## config.mk

```make
export PLATFORM = sky130hd
export DESIGN_NAME = mem_boot_ctrl_flat
export DESIGN_NICKNAME = d
export VERILOG_FILES = /design/src/rtl/mem_boot_ctrl_if.sv /design/src/rtl/mem_boot_ctrl.sv /design/src/flat_wrapper.sv
export SDC_FILE = /design/constraint.sdc
export NUM_CORES = 1
export LEC_CHECK = 0
export ABC_AREA = 1
export CORE_AREA = 2 2 135 137
export CTS_CLUSTER_DIAMETER = 60
export DETAILED_ROUTE_END_ITERATION = 10
export DIE_AREA = 0 0 137 139
export HOLD_SLACK_MARGIN = 0.08
export PLACE_DENSITY = 0.82
export REMOVE_ABC_BUFFERS = 1
export SYNTH_ARGS = -nofsm -noshare
export SYNTH_HDL_FRONTEND = slang
export SYNTH_SLANG_ARGS = --single-unit
```

## constraint.sdc

```tcl
create_clock -name clk -period 3.6 [get_ports clk]
set_input_delay 0.72 -clock clk [delete_from_list [all_inputs] [get_ports clk]]
set_output_delay 0.72 -clock clk [all_outputs]
set_load 0.05 [all_outputs]
```

## src/rtl/mem_boot_ctrl_if.sv

```systemverilog
// mem_boot_ctrl_if: host word stream into the boot controller.
// A word moves on a rising edge when s_valid and s_ready are both high.
interface mem_boot_ctrl_if #(
    parameter int DATA_WIDTH = 32
);
    logic                  s_valid;
    logic [DATA_WIDTH-1:0] s_data;
    logic                  s_ready;

    modport master (output s_valid, output s_data, input s_ready);
    modport slave  (input s_valid, input s_data, output s_ready);
endinterface

```

## src/rtl/mem_boot_ctrl.sv

```systemverilog
// mem_boot_ctrl: loads host words into data then instruction BRAM,
// then releases the rv32i core until halt or cycle budget expiry.
module mem_boot_ctrl #(
    parameter int ADDR_WIDTH = 12,
    parameter int DATA_WIDTH = 32,
    parameter int MAX_WORDS  = 1024
) (
    input  logic                  clk,
    input  logic                  rst_n,
    input  logic                  start,
    input  logic [10:0]           d_word_cnt,
    input  logic [10:0]           i_word_cnt,
    input  logic [15:0]           run_cycles,
    input  logic                  halt,
    mem_boot_ctrl_if.slave        host,
    output logic [ADDR_WIDTH-1:0] d_w_addr,
    output logic [DATA_WIDTH-1:0] d_w_dat,
    output logic                  d_w_enb,
    output logic [3:0]            d_w_byte_enb,
    output logic [ADDR_WIDTH-1:0] i_w_addr,
    output logic [DATA_WIDTH-1:0] i_w_dat,
    output logic                  i_w_enb,
    output logic [3:0]            i_w_byte_enb,
    output logic                  d_bram_init_done,
    output logic                  core_rst,
    output logic                  pc_stall,
    output logic                  i_r_enb,
    output logic                  rd_enbl,
    output logic [2:0]            state,
    output logic [15:0]           cycles_run
);
    localparam int CNT_W = 11;
    localparam int IDX_W = $clog2(MAX_WORDS);

    typedef enum logic [2:0] {
        IDLE   = 3'd0,
        LOAD_D = 3'd1,
        LOAD_I = 3'd2,
        RUN    = 3'd3,
        DONE   = 3'd4
    } state_t;

    state_t           state_q, state_nxt;
    logic             fin_q, fin_nxt;
    logic [CNT_W-1:0] d_cnt, i_cnt, cur_cnt, d_sat, i_sat;
    logic [15:0]      budget;
    logic [IDX_W-1:0] idx;
    logic             hs, last, sess_start;
    logic [ADDR_WIDTH-1:0] wr_addr;

    function automatic logic [CNT_W-1:0] sat_cnt(input logic [CNT_W-1:0] c);
        return (c > CNT_W'(MAX_WORDS)) ? CNT_W'(MAX_WORDS) : c;
    endfunction

    assign state      = state_q;
    assign d_sat      = sat_cnt(d_word_cnt);
    assign i_sat      = sat_cnt(i_word_cnt);
    assign cur_cnt    = (state_q == LOAD_I) ? i_cnt : d_cnt;
    assign hs         = host.s_valid & host.s_ready;
    assign last       = (CNT_W'(idx) == cur_cnt - CNT_W'(1));
    assign sess_start = start & (state_q == IDLE || state_q == DONE);
    assign wr_addr    = ADDR_WIDTH'({idx, 2'b00});

    // fin_q holds the last load phase for one extra cycle so the final
    // write strobe lands before the core leaves reset.
    always_comb begin
        state_nxt = state_q;
        fin_nxt   = 1'b0;
        case (state_q)
            IDLE, DONE: begin
                if (start) begin
                    if (d_sat != '0)      state_nxt = LOAD_D;
                    else if (i_sat != '0) state_nxt = LOAD_I;
                    else                  state_nxt = RUN;
                end
            end
            LOAD_D: begin
                if (fin_q) state_nxt = RUN;
                else if (hs && last) begin
                    if (i_cnt != '0) state_nxt = LOAD_I;
                    else             fin_nxt   = 1'b1;
                end
            end
            LOAD_I: begin
                if (fin_q)           state_nxt = RUN;
                else if (hs && last) fin_nxt   = 1'b1;
            end
            RUN: begin
                if (halt || (budget != '0 && cycles_run == budget - 16'd1))
                    state_nxt = DONE;
            end
            default: state_nxt = IDLE;
        endcase
    end

    always_ff @(posedge clk or negedge rst_n) begin
        if (!rst_n) begin
            state_q          <= IDLE;
            fin_q            <= 1'b0;
            host.s_ready     <= 1'b0;
            d_w_addr         <= '0;
            d_w_dat          <= '0;
            d_w_enb          <= 1'b0;
            d_w_byte_enb     <= 4'h0;
            i_w_addr         <= '0;
            i_w_dat          <= '0;
            i_w_enb          <= 1'b0;
            i_w_byte_enb     <= 4'h0;
            d_bram_init_done <= 1'b0;
            core_rst         <= 1'b1;
            pc_stall         <= 1'b1;
            i_r_enb          <= 1'b0;
            rd_enbl          <= 1'b0;
            cycles_run       <= '0;
            d_cnt            <= '0;
            i_cnt            <= '0;
            budget           <= '0;
            idx              <= '0;
        end else begin
            state_q      <= state_nxt;
            fin_q        <= fin_nxt;
            host.s_ready <= (state_nxt == LOAD_D || state_nxt == LOAD_I)
                            && !fin_nxt;

            d_w_enb      <= hs && state_q == LOAD_D;
            d_w_byte_enb <= (hs && state_q == LOAD_D) ? 4'hF : 4'h0;
            i_w_enb      <= hs && state_q == LOAD_I;
            i_w_byte_enb <= (hs && state_q == LOAD_I) ? 4'hF : 4'h0;
            if (hs && state_q == LOAD_D) begin
                d_w_addr <= wr_addr;
                d_w_dat  <= host.s_data;
            end
            if (hs && state_q == LOAD_I) begin
                i_w_addr <= wr_addr;
                i_w_dat  <= host.s_data;
            end

            if (sess_start) begin
                d_cnt      <= d_sat;
                i_cnt      <= i_sat;
                budget     <= run_cycles;
                idx        <= '0;
                cycles_run <= '0;
            end else begin
                if (hs) idx <= last ? '0 : idx + IDX_W'(1);
                if (state_q == RUN && cycles_run != 16'hFFFF)
                    cycles_run <= cycles_run + 16'd1;
            end

            d_bram_init_done <= state_nxt == RUN || state_nxt == DONE;
            core_rst         <= !(state_nxt == RUN || state_nxt == DONE);
            pc_stall         <= state_nxt != RUN;
            i_r_enb          <= state_nxt == RUN;
            rd_enbl          <= state_nxt == RUN || state_nxt == DONE;
        end
    end
endmodule

```

## src/flat_wrapper.sv

```systemverilog
// flat-port wrapper written by rule: the top's interface ports become plain ports
module mem_boot_ctrl_flat 
#(
    parameter int ADDR_WIDTH = 12,
    parameter int DATA_WIDTH = 32,
    parameter int MAX_WORDS  = 1024
)
  (clk, rst_n, start, d_word_cnt, i_word_cnt, run_cycles, halt, d_w_addr, d_w_dat, d_w_enb, d_w_byte_enb, i_w_addr, i_w_dat, i_w_enb, i_w_byte_enb, d_bram_init_done, core_rst, pc_stall, i_r_enb, rd_enbl, state, cycles_run, host_s_valid, host_s_data, host_s_ready);
  mem_boot_ctrl_if #(.DATA_WIDTH(DATA_WIDTH)) host_i ();
  input  logic clk;
  input  logic rst_n;
  input  logic start;
  input  logic [10:0] d_word_cnt;
  input  logic [10:0] i_word_cnt;
  input  logic [15:0] run_cycles;
  input  logic halt;
  output logic [ADDR_WIDTH-1:0] d_w_addr;
  output logic [DATA_WIDTH-1:0] d_w_dat;
  output logic d_w_enb;
  output logic [3:0] d_w_byte_enb;
  output logic [ADDR_WIDTH-1:0] i_w_addr;
  output logic [DATA_WIDTH-1:0] i_w_dat;
  output logic i_w_enb;
  output logic [3:0] i_w_byte_enb;
  output logic d_bram_init_done;
  output logic core_rst;
  output logic pc_stall;
  output logic i_r_enb;
  output logic rd_enbl;
  output logic [2:0] state;
  output logic [15:0] cycles_run;
  input wire logic [$bits(host_i.s_valid)-1:0] host_s_valid;
  input wire logic [$bits(host_i.s_data)-1:0] host_s_data;
  output wire logic [$bits(host_i.s_ready)-1:0] host_s_ready;
  assign host_i.s_valid = host_s_valid;
  assign host_i.s_data = host_s_data;
  assign host_s_ready = host_i.s_ready;
  mem_boot_ctrl #(.ADDR_WIDTH(ADDR_WIDTH), .DATA_WIDTH(DATA_WIDTH), .MAX_WORDS(MAX_WORDS)) u_core (.clk(clk), .rst_n(rst_n), .start(start), .d_word_cnt(d_word_cnt), .i_word_cnt(i_word_cnt), .run_cycles(run_cycles), .halt(halt), .host(host_i), .d_w_addr(d_w_addr), .d_w_dat(d_w_dat), .d_w_enb(d_w_enb), .d_w_byte_enb(d_w_byte_enb), .i_w_addr(i_w_addr), .i_w_dat(i_w_dat), .i_w_enb(i_w_enb), .i_w_byte_enb(i_w_byte_enb), .d_bram_init_done(d_bram_init_done), .core_rst(core_rst), .pc_stall(pc_stall), .i_r_enb(i_r_enb), .rd_enbl(rd_enbl), .state(state), .cycles_run(cycles_run));
endmodule
```

# Word level (Yosys, flattened, before mapping)
# Index checks and enable logic that the tools add are counted.
dict set report word_totals {
  output_inout_bits 123
  elab_cells 85
  input_bits 75
  register_bits 167
}
dict set report classes {
  order_cmp 2
  mux 25
  n_eq_ne 12
  bitwise 2
  n_reduce_logical 20
  add_sub_neg 4
}
# op count
set op_table {}
lappend op_table {{$mux 11} 3}
lappend op_table {{$reduce_bool 11->1} 3}
lappend op_table {{$mux 16} 2}
lappend op_table {{$mux 10} 3}
lappend op_table {{$gt 11x11->1 const B} 2}
lappend op_table {{$mux 3} 7}
lappend op_table {{$add 16x1->16 const B} 1}
lappend op_table {{$eq 16x16->1} 1}
lappend op_table {{$ne 16x16->1 const B} 1}
lappend op_table {{$reduce_bool 16->1} 1}
lappend op_table {{$sub 16x1->16 const B} 1}
lappend op_table {{$eq 3x2->1 const B} 4}
lappend op_table {{$pmux 3 s4} 1}
lappend op_table {{$eq 10x11->1} 1}
lappend op_table {{$sub 11x1->11 const B} 1}
lappend op_table {{$add 10x1->10 const B} 1}
lappend op_table {{$mux 4} 2}
lappend op_table {{$eq 3x1->1 const B} 2}
lappend op_table {{$eq 3x3->1 const B} 2}
lappend op_table {{$logic_and 1x1->1} 6}
lappend op_table {{$mux 1} 6}
lappend op_table {{$logic_or 1x1->1} 4}
lappend op_table {{$reduce_bool 2->1} 2}
lappend op_table {{$logic_not 3->1} 1}
lappend op_table {{5 further kinds} 7}

# Longest topological paths before layout
dict set report logic_depth {
  word_depth 11
  ltp_mapped 24
  ltp_nobuf 24
}

# Worst setup path before layout
# Ideal clock, no wire load.
dict set report synth_path {
  kind {reg2reg}
  from {register u_core.state_q[0] (netlist: u_core.state[0])}
  to {register u_core.d_bram_init_done}
  period_less_slack_ps 2764
  arrival_time_ps 2651
  setup_slack_ps 836
  stages_incl_launch_ff 24
  path_cell_list {dfrtp_1 inv_2 nand3_2 buf_6 nand2_1 nand2_2 ha_1 nand3_1 nor2_2 nand3_1 nand2_1 inv_2 nor2_2 nand2_1 nor2_1 nand4_1 nand2_1 nand2_1 nand2_2 nand2_2 nand2_2 inv_2 nor2_4 inv_2}
}
dict set report synth_via {
  elab_chain_cells 10
  word_cells_on_any_way 20
  cone_classes {1 x add/sub; 7 x eq/ne; 8 x mux; 4 x reduce/logical}
}
# item line
set synth_lines {}
lappend synth_lines {{from (decl)} mem_boot_ctrl.sv:43} ;# state_t state_q, state_nxt;
lappend synth_lines {{from (signal assigned)} mem_boot_ctrl.sv:120} ;# state_q <= state_nxt;
lappend synth_lines {{$eq 3x2->1} {mem_boot_ctrl.sv:58, mem_boot_ctrl.sv:69}}
lappend synth_lines {{$mux 11} mem_boot_ctrl.sv:58} ;# assign cur_cnt = (state_q == LOAD_I) ? i_cnt : d_cnt;
lappend synth_lines {{$sub 11x1->11} mem_boot_ctrl.sv:60} ;# assign last = (CNT_W'(idx) == cur_cnt - CNT_W'(1));
lappend synth_lines {{$eq 10x11->1} mem_boot_ctrl.sv:60}
lappend synth_lines {{$logic_and 1x1->1} mem_boot_ctrl.sv:79} ;# else if (hs && last) begin
lappend synth_lines {{$mux 3} mem_boot_ctrl.sv:79}
lappend synth_lines {{$mux 3} mem_boot_ctrl.sv:78} ;# if (fin_q) state_nxt = RUN;
lappend synth_lines {{$pmux 3 s4 (*)} mem_boot_ctrl.sv:69} ;# case (state_q)
lappend synth_lines {{via u_core.state_nxt[0]} mem_boot_ctrl.sv:43}
lappend synth_lines {{$eq 3x2->1 or $eq 3x3->1 (tied branches)} mem_boot_ctrl.sv:150} ;# d_bram_init_done <= state_nxt == RUN || state_nxt == DONE;
lappend synth_lines {{$logic_or 1x1->1 (*)} mem_boot_ctrl.sv:150}
lappend synth_lines {{to (signal assigned)} mem_boot_ctrl.sv:109} ;# d_bram_init_done <= 1'b0;
lappend synth_lines {{to (signal assigned)} mem_boot_ctrl.sv:150}
lappend synth_lines {{to (decl)} mem_boot_ctrl.sv:24} ;# output logic d_bram_init_done,
# The timed path passes the listed nets; every way through them passes the cells marked *.
# A chain may end at the register's enable or synchronous reset.

# Final worst setup path
# Ends and elaborated chain as after synthesis.

==> flow_summary.yaml <==
outcome:
  status: "finished clean"
sta:
  hold-worst-slack_ps: 296
  fin_crit_ps: 2980
  max_slew_margin: 0.518
  tightestPinTransition_ps: 720
  slew_violations: 0
  skew_ps: 9.18
  setup_ws_ps: 622
  final_hold_viol_count: 0
  finalCritPeriodShare: 0.827
  max_freq_mhz: 336
  rsz0062_at_grt: "false"
  setup_viol: 0
critical_path:
  crit_type: "reg -> reg"
  cp-start-kind: "register"
  worstPathMaxFanout: 21
  critPathLaunch: "u_core.state[0]"
  end_kind: "register"
  crit_arrival_ps: 3300
  required_ps: 3920
  r2r_start: "u_core.state[0]"
power_and_ir_drop:
  power_frac_comb: 0.456
  clock_power_share: 0.225
  p_seq_frac: 0.319
  swShare: 0.443
  internal-power_mw: 4.47
  power_switching_mw: 3.55
  p_leak_nw: 4.93
  irDropWorstVdd_v: 0.000460
  powerDensity_nw_per_um2: 769
floorplanning:
  dieArea_sq_um: 19000
  coreArea_sq_um: 17700
  io_pins: 198
  fp-row-count: 49
  initial_core_util: 0.438
  die_y_um: 139
  die_width_um: 137
cts:
  numClockSinks: 159
  cts-root-buf: "clkbuf_16"
  clk_pin_slew_worst_paths_ps: 70
  cts_tree: "done"
  clock_path_buffers: 2
  numCtsBuffers: 17
  htree_levels: 4
  holdBufCountCts: 0
  post_cts_buffers: 0
  cts-resized-gates: 0
  clock_latency_ps: 430
global_routing:
  antenna_found_initial: 0
  first_global_vias: 6314
  grt_remaining_overflow: 0
  track_usage: 0.204
  grt_max_degree: 85
  grt_pass1_wl_um: 31100
placement:
  dp_hpwl_um: 14100
  io_buffer_count: 193
  gp_congestion: 0.881
  dp_slack_ps: 640
synth:
  synth.area.mux_share: 0
  ys_ff_latch: 159
  yosys_warnings: 0
  synth_edf_count: 0
  synth_cells: 958
  netlist.area_leader.share: 0.508
  synth_top_family_by_area: "simple AND/OR/NAND/NOR gates"
  synthFlopType: "dfrtp_1"
  synthTopCellsByArea: "dfrtp_1 51%, nand2_1 12%, o21ai_0 7.5%"
  yosys.area_share.simple: 0.227
  synth_xor_area_frac: 0.0374
  synth_compound_area_frac: 0.114
  synth_top_cell_by_area: "dfrtp_1"
  ys_seq_area_frac: 0.515
  ys_async_sr_fraction: 1.00
  syn-cell-area_sq_um: 7730
  synth_adder_area_share: 0.00647
  syn_avg_cell_area_sq_um: 8.07
  synth.distinct_cells: 34
detailed_routing:
  wirelength_um: 19100
  drtIter0Drc: 365
  vias_per_cell: 4.92
  ant_nets: 0
  first_pass_iters: 5
  vias: 6789
  drt-wirelength-per-cell_um: 13.8
  drcViolationCount: 0
layout:
  antenna_cells: 0
  final_common_cell: "nand2_1"
  area_delta_synth_final_pct: 34.9
  drive_above_1_share: 0.0695
  final_cell_mix: "238 x nand2_1, 192 x clkdlybuf4s50_1, 157 x dfrtp_1"
  final_nets: 1217
flow_run:
  drv_cap: 0
hold_path:
  min_path_type: "in -> async"
[area by class of cell]
class                      instances  area (sq um)
fill                            1566          7230
sequential                       159          3980
multi-input combinational        611          2990
timing repair buffer             199          2020
inverter                         150           563
clock buffer                      18           439
tap                              229           287
clock inverter                    14           149
[critical path, cell delays in order (launching register included)]
cell	delay, ps
dfrtp_1	440
inv_2	180
nand3_2	380
nand2_1	160
nand2_1	140
ha_1	280
nand3_1	110
nor2_2	60
nand2_1	60
nand2_1	40
nand2_1	100
inv_2	40
nor2_2	100
nand2_1	70
nor2_1	80
nand4_1	100
nand2_1	80
nand2_1	60
nand2_2	80
nand2_2	70
nand2_2	70
inv_2	50
nor2_4	80
inv_2	30
[final timing paths]
path	end	slack [ps]	cells past startpoint
worst min-delay path	u_core.i_w_dat[13]	300	1
worst min register to register	u_core.i_w_addr[6]	480	2
min in group clk	u_core.i_w_addr[6]	480	2
max in group asynchronous	u_core.budget[4]	2330	2
worst max register to register	u_core.d_bram_init_done	620	23
worst max-delay path	u_core.d_bram_init_done	620	23
[cell families after synthesis]
| family | Yosys count |
|---|---|
| AO/OA/AOI/OAI | 166 |
| adder cells (fa/ha/maj) | 4 |
| flip-flops | 159 |
| other | 1 |
| XOR/XNOR | 33 |
| buffers and inverters | 191 |
| AND/OR/NAND/NOR | 404 |
[flip-flops by register name (all words and copies together) (netlist names)]
register	cells
u_core.d_w_dat	32
u_core.budget	16
u_core.state	3
u_core.host.s_ready	1
u_core.d_w_addr	10
u_core.fin_q	1
u_core.i_w_dat	32
u_core.i_r_enb	1
u_core.i_w_addr	10
u_core.d_cnt	11
u_core.d_bram_init_done	1
u_core.cycles_run	16
u_core.pc_stall	1
u_core.d_w_byte_enb	1
u_core.idx	10
u_core.i_cnt	11
u_core.core_rst	1
u_core.i_w_byte_enb	1
[synthesized netlist by cell type (all sizes together), types with 4 or more instances]
cell type / number
nor3: 17
nand4: 16
o22ai: 29
o21ai: 119
clkbuf: 25
xor2: 26
dfrtp: 157
a21oi: 13
inv: 149
nand3: 40
nor2: 65
nor4: 5
buf: 16
nand2: 254
xnor2: 7
ha: 4
[power groups by stage]
stage / Sequential [mW] / Clock, mW / Combinational, mW
final: 2.56 / 1.80 / 3.66
after global routing: 2.61 / 1.92 / 4.01
after detailed placement: 2.58 / 0 / 3.65
after CTS: 2.55 / 1.84 / 3.66
after floorplan: 3.54 / 0 / 1.53
after global placement: 2.57 / 0 / 3.61
[per-layer routing]
layer / wire, um / global-route usage
met2: 8670 / 0.318
met1: 8800 / 0.288
met4: 237 / 0.0581
met5: 0 / 0
met3: 1390 / 0.0406
[through the flow]
step	utilization	instance area [sq um]	power, mW	instances	TNS (ps)
after floorplan	-	7530	5.07	920	-6820
after global routing	0.591	10400	8.54	1380	0
final	0.591	10400	8.01	1380	0
after global placement	0.557	9840	6.17	1348	0
after CTS	0.591	10400	8.06	1380	0
after detailed placement	0.557	9840	6.24	1348	0
Power figures use the tool's default switching activity.
